===== src/rtl/mux4_scan_ctrl.sv =====
// Round-robin scan controller for a 4-to-1 selector: drives {e0,e1}, dwells, captures f per channel.
// Optional frame parity output is enabled by defining MUX4_SCAN_PARITY_EN.
module mux4_scan_ctrl #(
    parameter int DWELL = 4,
    parameter int CW    = 8
) (
    input  logic       clk,
    input  logic       rst,
    input  logic       start,
    input  logic       stop,
    input  logic       cont,
    input  logic [3:0] mask,
    input  logic       f,
    output logic       e0,
    output logic       e1,
    output logic       busy,
    output logic [3:0] sample,
    output logic       sample_valid,
    output logic [1:0] sample_ch,
    output logic       frame_done
`ifdef MUX4_SCAN_PARITY_EN
    ,
    output logic       frame_parity
`endif
);

    typedef enum logic {ST_IDLE, ST_DWELL} state_t;

    localparam logic [CW-1:0] CNT_LOAD = CW'(DWELL - 1);

    state_t      state_q, state_d;
    logic [1:0]  idx_q, idx_d;
    logic [CW-1:0] cnt_q, cnt_d;
    logic [3:0]  mask_q, mask_d;
    logic [3:0]  sample_q, sample_d;
    logic        valid_q, valid_d;
    logic [1:0]  ch_q, ch_d;
    logic        done_q, done_d;
    logic        busy_q, busy_d;
    logic [3:0]  above;
`ifdef MUX4_SCAN_PARITY_EN
    logic        parity_q, parity_d;
`endif

    function automatic logic [1:0] lowest_ch(input logic [3:0] m);
        lowest_ch = 2'd0;
        for (int i = 3; i >= 0; i--) begin
            if (m[i]) lowest_ch = 2'(i);
        end
    endfunction

    // Enabled channels strictly above the current one; empty means frame end.
    assign above = mask_q & (4'b1110 << idx_q);

    always_comb begin
        // NOTE: every _d defaults to its hold value first, so no path can infer a latch.
        state_d  = state_q;
        idx_d    = idx_q;
        cnt_d    = cnt_q;
        mask_d   = mask_q;
        sample_d = sample_q;
        valid_d  = 1'b0;
        ch_d     = ch_q;
        done_d   = 1'b0;
`ifdef MUX4_SCAN_PARITY_EN
        parity_d = parity_q;
`endif
        if (state_q == ST_IDLE) begin
            if (start && !stop && mask != 4'd0) begin
                state_d = ST_DWELL;
                mask_d  = mask;
                idx_d   = lowest_ch(mask);
                cnt_d   = CNT_LOAD;
            end
        end else begin
            if (cnt_q != '0) begin
                cnt_d = cnt_q - 1'b1;
            end else begin
                sample_d[idx_q] = f;
                valid_d         = 1'b1;
                ch_d            = idx_q;
                if (above != 4'd0) begin
                    idx_d = lowest_ch(above);
                    cnt_d = CNT_LOAD;
                end else begin
                    done_d = !stop;
`ifdef MUX4_SCAN_PARITY_EN
                    if (!stop) parity_d = ^(sample_d & mask_q);
`endif
                    if (cont && mask != 4'd0) begin
                        mask_d = mask;
                        idx_d  = lowest_ch(mask);
                        cnt_d  = CNT_LOAD;
                    end else begin
                        state_d = ST_IDLE;
                    end
                end
            end
            // Abort wins over any advance, but a coinciding capture above still lands.
            if (stop) begin
                state_d = ST_IDLE;
                idx_d   = idx_q;
            end
        end
        busy_d = (state_d != ST_IDLE);
    end

    // NOTE: sequential state uses non-blocking assignments so all flops update together.
    always_ff @(posedge clk or posedge rst) begin
        if (rst) begin
            state_q  <= ST_IDLE;
            idx_q    <= 2'd0;
            cnt_q    <= '0;
            mask_q   <= 4'd0;
            sample_q <= 4'd0;
            valid_q  <= 1'b0;
            ch_q     <= 2'd0;
            done_q   <= 1'b0;
            busy_q   <= 1'b0;
`ifdef MUX4_SCAN_PARITY_EN
            parity_q <= 1'b0;
`endif
        end else begin
            state_q  <= state_d;
            idx_q    <= idx_d;
            cnt_q    <= cnt_d;
            mask_q   <= mask_d;
            sample_q <= sample_d;
            valid_q  <= valid_d;
            ch_q     <= ch_d;
            done_q   <= done_d;
            busy_q   <= busy_d;
`ifdef MUX4_SCAN_PARITY_EN
            parity_q <= parity_d;
`endif
        end
    end

    assign e0           = idx_q[1];
    assign e1           = idx_q[0];
    assign busy         = busy_q;
    assign sample       = sample_q;
    assign sample_valid = valid_q;
    assign sample_ch    = ch_q;
    assign frame_done   = done_q;
`ifdef MUX4_SCAN_PARITY_EN
    assign frame_parity = parity_q;
`endif

endmodule


===== config.mk =====
export PLATFORM = sky130hd
export DESIGN_NAME = mux4_scan_ctrl
export DESIGN_NICKNAME = d
export VERILOG_FILES = /design/src/rtl/mux4_scan_ctrl.sv
export SDC_FILE = /design/constraint.sdc
export NUM_CORES = 1
export LEC_CHECK = 0
export BUFFER_PORTS_ARGS = -buffer_cell sky130_fd_sc_hd__buf_2
export CAP_MARGIN = 20
export CORE_UTILIZATION = 30
export CTS_CLUSTER_SIZE = 40
export DETAILED_ROUTE_END_ITERATION = 6
export PLACE_DENSITY_LB_ADDON = 0.2
export SLEW_MARGIN = 0
export SYNTH_ARGS = -nofsm -noshare
export SYNTH_HDL_FRONTEND = slang
export SYNTH_SLANG_ARGS = --single-unit

===== constraint.sdc =====
create_clock -name clk -period 2.4 [get_ports clk]
set_clock_uncertainty 0.05 [all_clocks]
set_input_delay 0.6 -clock clk [delete_from_list [all_inputs] [get_ports clk]]
set_output_delay 0.6 -clock clk [all_outputs]
set_load 0.02 [all_outputs]

# Word-level counts from Yosys, hierarchy flattened
# Index checks and enable logic that the tools add are counted.
[classes]
addsub = 1
order_cmp = 2
eq_ne = 6
bitwise = 2
shifts = 1
n_mux = 38
n_reduce_logical = 13
[ops]
columns = ["operator", "count"]
rows = [
  ["$mux 8", 5],
  ["$mux 2", 14],
  ["$mux 4", 5],
  ["$mux 1", 12],
  ["$reduce_and 4->1", 2],
  ["$reduce_bool 4->1", 2],
  ["$reduce_bool 8->1", 1],
  ["$sub 8x1->8 const B", 1],
  ["$ne 2x2->1 const B", 3],
  ["$and 4x4->4", 1],
  ["$bwmux 4", 1],
  ["$logic_and 1x1->1", 4],
  ["$ne 4x1->1 const B", 1],
  ["$reduce_and 2->1", 2],
  ["$shl 4x2->4 const A", 1],
  ["$lt 2x3->1 const B", 1],
  ["$ne 3x1->1 const B", 1],
  ["$demux 1 s2", 1],
  ["$ge 2x1->1 const B", 1],
  ["$ne 2x1->1 const B", 1],
  ["$reduce_bool 2->1", 1],
  ["$logic_not 1->1", 1],
  ["$not 1->1", 1],
]
[word_totals]
regBits = 23

# Logic depth before layout (Yosys ltp)
[depth]
ltp_word = 10
ltp_mapped = 9
ltp_nobuf = 7

# Worst setup path after synthesis
# No wires, ideal clock.
[synth_path]
path_kind = "in2reg"
startpoint = "input port mask[2]"
endpoint = "register idx_q[0]"
required_time_ns = 2.225
path_slack_ns = -0.045
t_arrival_ns = 2.270
cell_stages = 5
path_buffers = 0
path_cell_list = "or4_1 > and2_2 > or3_1 > a21oi_1 > mux2_2"
[synth_via]
elab_chain_cells = 8
word_cells_on_any_way = 15
[synth_lines]
columns = ["element", "line_no", "source"]
rows = [
  ["start: declaration", "12", "input logic [3:0] mask,"],
  ["$mux 2 (3 in a row)", "48", "if (m[i]) lowest_ch = 2'(i);"],
  ["$mux 2", "90", "if (cont && mask != 4'd0) begin"],
  ["$mux 2", "82", "if (above != 4'd0) begin"],
  ["$mux 2", "76", "if (cnt_q != '0) begin"],
  ["$mux 2", "100", "if (stop) begin"],
  ["$mux 2", "68", "if (state_q == ST_IDLE) begin"],
  ["end signal: assignment", "125", "idx_q <= idx_d;"],
  ["end: declaration", "32", "logic [1:0] idx_q, idx_d;"],
]
# Several ways; a longest one is shown, not always the timed one. The select of a mux whose other input is x is not followed.
# A chain may end at the register's enable or synchronous reset.

# Worst setup path after layout
[layout_path]
startpoint = "register cnt_q[2]"
endpoint = "register cnt_q[1]"
[layout_via]
elab_chain_cells = 3
word_cells_on_any_way = 5
[layout_lines]
columns = ["element", "line_no", "source"]
rows = [
  ["start: declaration", "33", "logic [CW-1:0] cnt_q, cnt_d;"],
  ["start signal: assignment", "126", "cnt_q <= cnt_d;"],
  ["$reduce_bool 8->1 (*)", "76", ""],
  ["$ne 4x1->1 (no source line) or $mux 8 (tied branches)", "-", ""],
  ["$reduce_and 2->1 (no source line) or $mux 8 (tied branches)", "-", ""],
]
# Every way passes the cells marked *; elsewhere a longest branch is shown, timed or not.

==> results.tsv <==
metric	value	unit
WL/cell	13.0	um
Num CTS Buffers	3	
gr ovfl total	0	
final setup TNS	0	ns
Place WS	-0.138	ns
Final period util	95.1	%
Max Fclk	438	MHz
sequential area share after synthesis	45.4	%
RSZ-0062 raised after global routing	no	
dpl hpwl	2180	um
WP data arrival	2.43	ns
drt first-iter violations	24	
Port Buffers	20	
synthesis-to-layout area growth	31.3	%
synthesis-stage register bit count	22	
DR pass1 iterations	4	
GR Layer Usage met3	2.43	%
Setup Fix Bufs, Post-CTS	0	
Slew Limit Fails	0	
largest net degree at the start of global routing	23	
Syn Inst Count	124	
leakage	0.764	nW
Clk Tree Root Cell	clkbuf_8	
crit-path max FO	3	
hold buffers post-CTS	0	
antenna violation net count after detailed routing	0	
top_reg_cell synth	dfrtp_1	
Post-synth ARST share	100	%
Mapped Nets	136	
die width	65.6	um
Reg2Reg Depth	6	
first-pass GRT wire length	4970	um
Final Non-Filler Cells	214	
placer congestion estimate	0.810	
PostCTS Resize Cnt	0	
Slew HR	70.2	%
DRC	0	
final wirelength	2780	um
status	complete, no violations	
Peak VDD IR	0.362	mV
Worst-Margin Slew	0.443	ns
Critical-path top delay cell	or4_4	
worst setup margin	0.118	ns
total track usage	15.0	%
CTS tree	built	
Net count, final	179	
Final Cell Area	0.00159	mm^2
worst path cell trace	or4_4 > or4b_1 > o41ai_1 > buf_4 > inv_1 > a21oi_1	
Yosys warnings	0	
Setup Viol. Count Final	0	
worst hold path class	in2async	
dpl cell area	0.00152	mm^2
Antenna diodes	0	
WP data required	2.54	ns
GR Util met2	24.4	%
Worst path max stage delay	0.54	ns
GRT busiest layer	met2	
H-Tree Depth	1	
CTS Buffer Depth	2	
Sink Count	22	
Die Area	0.00430	mm^2
post-synthesis cell type count	34	
Starting Density	32.2	%
io pins	21	
critical path class	reg2reg	
Die Span Y	65.6	um
clk_lat worst skew	0.26	ns
commonest cells after routing, fill and taps aside	23 x buf_4, 22 x dfrtp_1, 20 x buf_2, 11 x a21oi_1	
clk slew on worst S/H paths	0.08	ns
Worst setup EP type	register	
commonest non-fill, non-tap cell in the layout	buf_4	
minimum clock period	2.28	ns
vias in the first global route	1076	
FILL cells	358	
row count	22	
dpl cells	210	
mean post-synth cell area	9.79	um^2
pwr/cell area	1050	mW/mm^2
Mapped Area	0.00121	mm^2
number of enable flip-flop cells after synthesis	0	
via count	1094	
Worst setup SP type	register	
Max Cap Viol	0	
Hold Vio Cnt, Final	0	
vias per inst	5.11	
layout cells sized above 1	40.4	%
initial antenna violation count	0	
core area	0.00377	mm^2
met1 GRT Util	19.8	%
[registers in the layout, summed over array words and instances, names as in the netlist]
name / flops
idx_q: 2
sample: 4
busy: 1
sample_valid: 1
sample_ch: 2
mask_q: 3
frame_done: 1
cnt_q: 8
[stage by stage]
| stage | power (mW) | hold WS [ns] | util [%] |
|---|---|---|---|
| final | 1.67 | 0.300 | 42.3 |
| after global routing | 1.80 | 0.322 | 42.3 |
| after CTS | 1.68 | 0.310 | 42.1 |
| after detailed placement | 1.32 | 0.429 | 40.2 |
| after global placement | 1.30 | 0.409 | 40.2 |
| after floorplan | 1.04 | 0.453 | - |
[cells in the mapped netlist (2+ instances only)]
library cell	number	area [um^2]
inv_1	8	30.0
buf_6	2	22.5
or3_2	3	22.5
a21oi_1	12	60.1
nor3b_1	2	15.0
nand3b_1	2	15.0
o21a_1	2	15.0
nand2b_1	4	25.0
nand2_1	9	33.8
nor4_1	3	18.8
o21ai_0	5	25.0
mux2_2	9	101
o21ai_1	4	20.0
nor3_1	2	10.0
o41ai_1	2	17.5
or3_1	4	25.0
nor2_1	9	33.8
clkbuf_1	3	11.3
dfrtp_1	22	551
ha_1	2	25.0
or4_2	2	17.5
[report_power, final]
| group | total (mW) | internal, mW | switching [mW] |
|---|---|---|---|
| clock network | 0.349 | 0.223 | 0.127 |
| registers | 0.597 | 0.493 | 0.104 |
| logic | 0.720 | 0.340 | 0.380 |
| total | 1.67 | 1.06 | 0.611 |
[cell type report]
cell class	count	area, um^2	share of cell area, %
multi-input combinational	89	609	38.2
inverter	8	30.0	1.88
clock inverter	1	30.0	1.88
clock buffer	3	41.3	2.59
tap	48	60.1	3.77
timing repair buffer	43	273	17.1
sequential	22	551	34.5
[logic make-up after synthesis]
family,after synthesis,share of synthesized area [%]
adder cells (fa/ha/maj),2,2.06
AO/OA/AOI/OAI,30,14.6
AND/OR/NAND/NOR,48,24.3
buffers and inverters,13,5.26
multiplexers,9,8.35
flip-flops,22,45.4
[layer usage]
layer  routed length [um]  vias up  share of wire (%)
li1                     -      535                  -
met1                 1350      529                 48
met2                 1280       25                 46
met3                  114        5                4.1
met5                    0        -                  0
met4                   42        0                1.5
[path summary, 6_finish.rpt]
check                             startpoint  slack (ns)           end
worst max-delay path                cnt_q[2]        0.12      cnt_q[1]
max in group asynchronous                rst        1.78      cnt_q[7]
worst max register to register      cnt_q[2]        0.12      cnt_q[1]
worst min register to register  sample_ch[1]        0.43  sample_ch[1]
worst min-delay path                     rst        0.30     sample[1]
min in group clk                sample_ch[1]        0.43  sample_ch[1]
[critical path: cells and delay by family, from the launching register on]
family          cells  cell delay [ns]
compound gates      2             0.50
buf+inv             2             0.22
flops               1             0.39
simple gates        2             1.05
No activity file was read; power rests on OpenSTA's default activity.
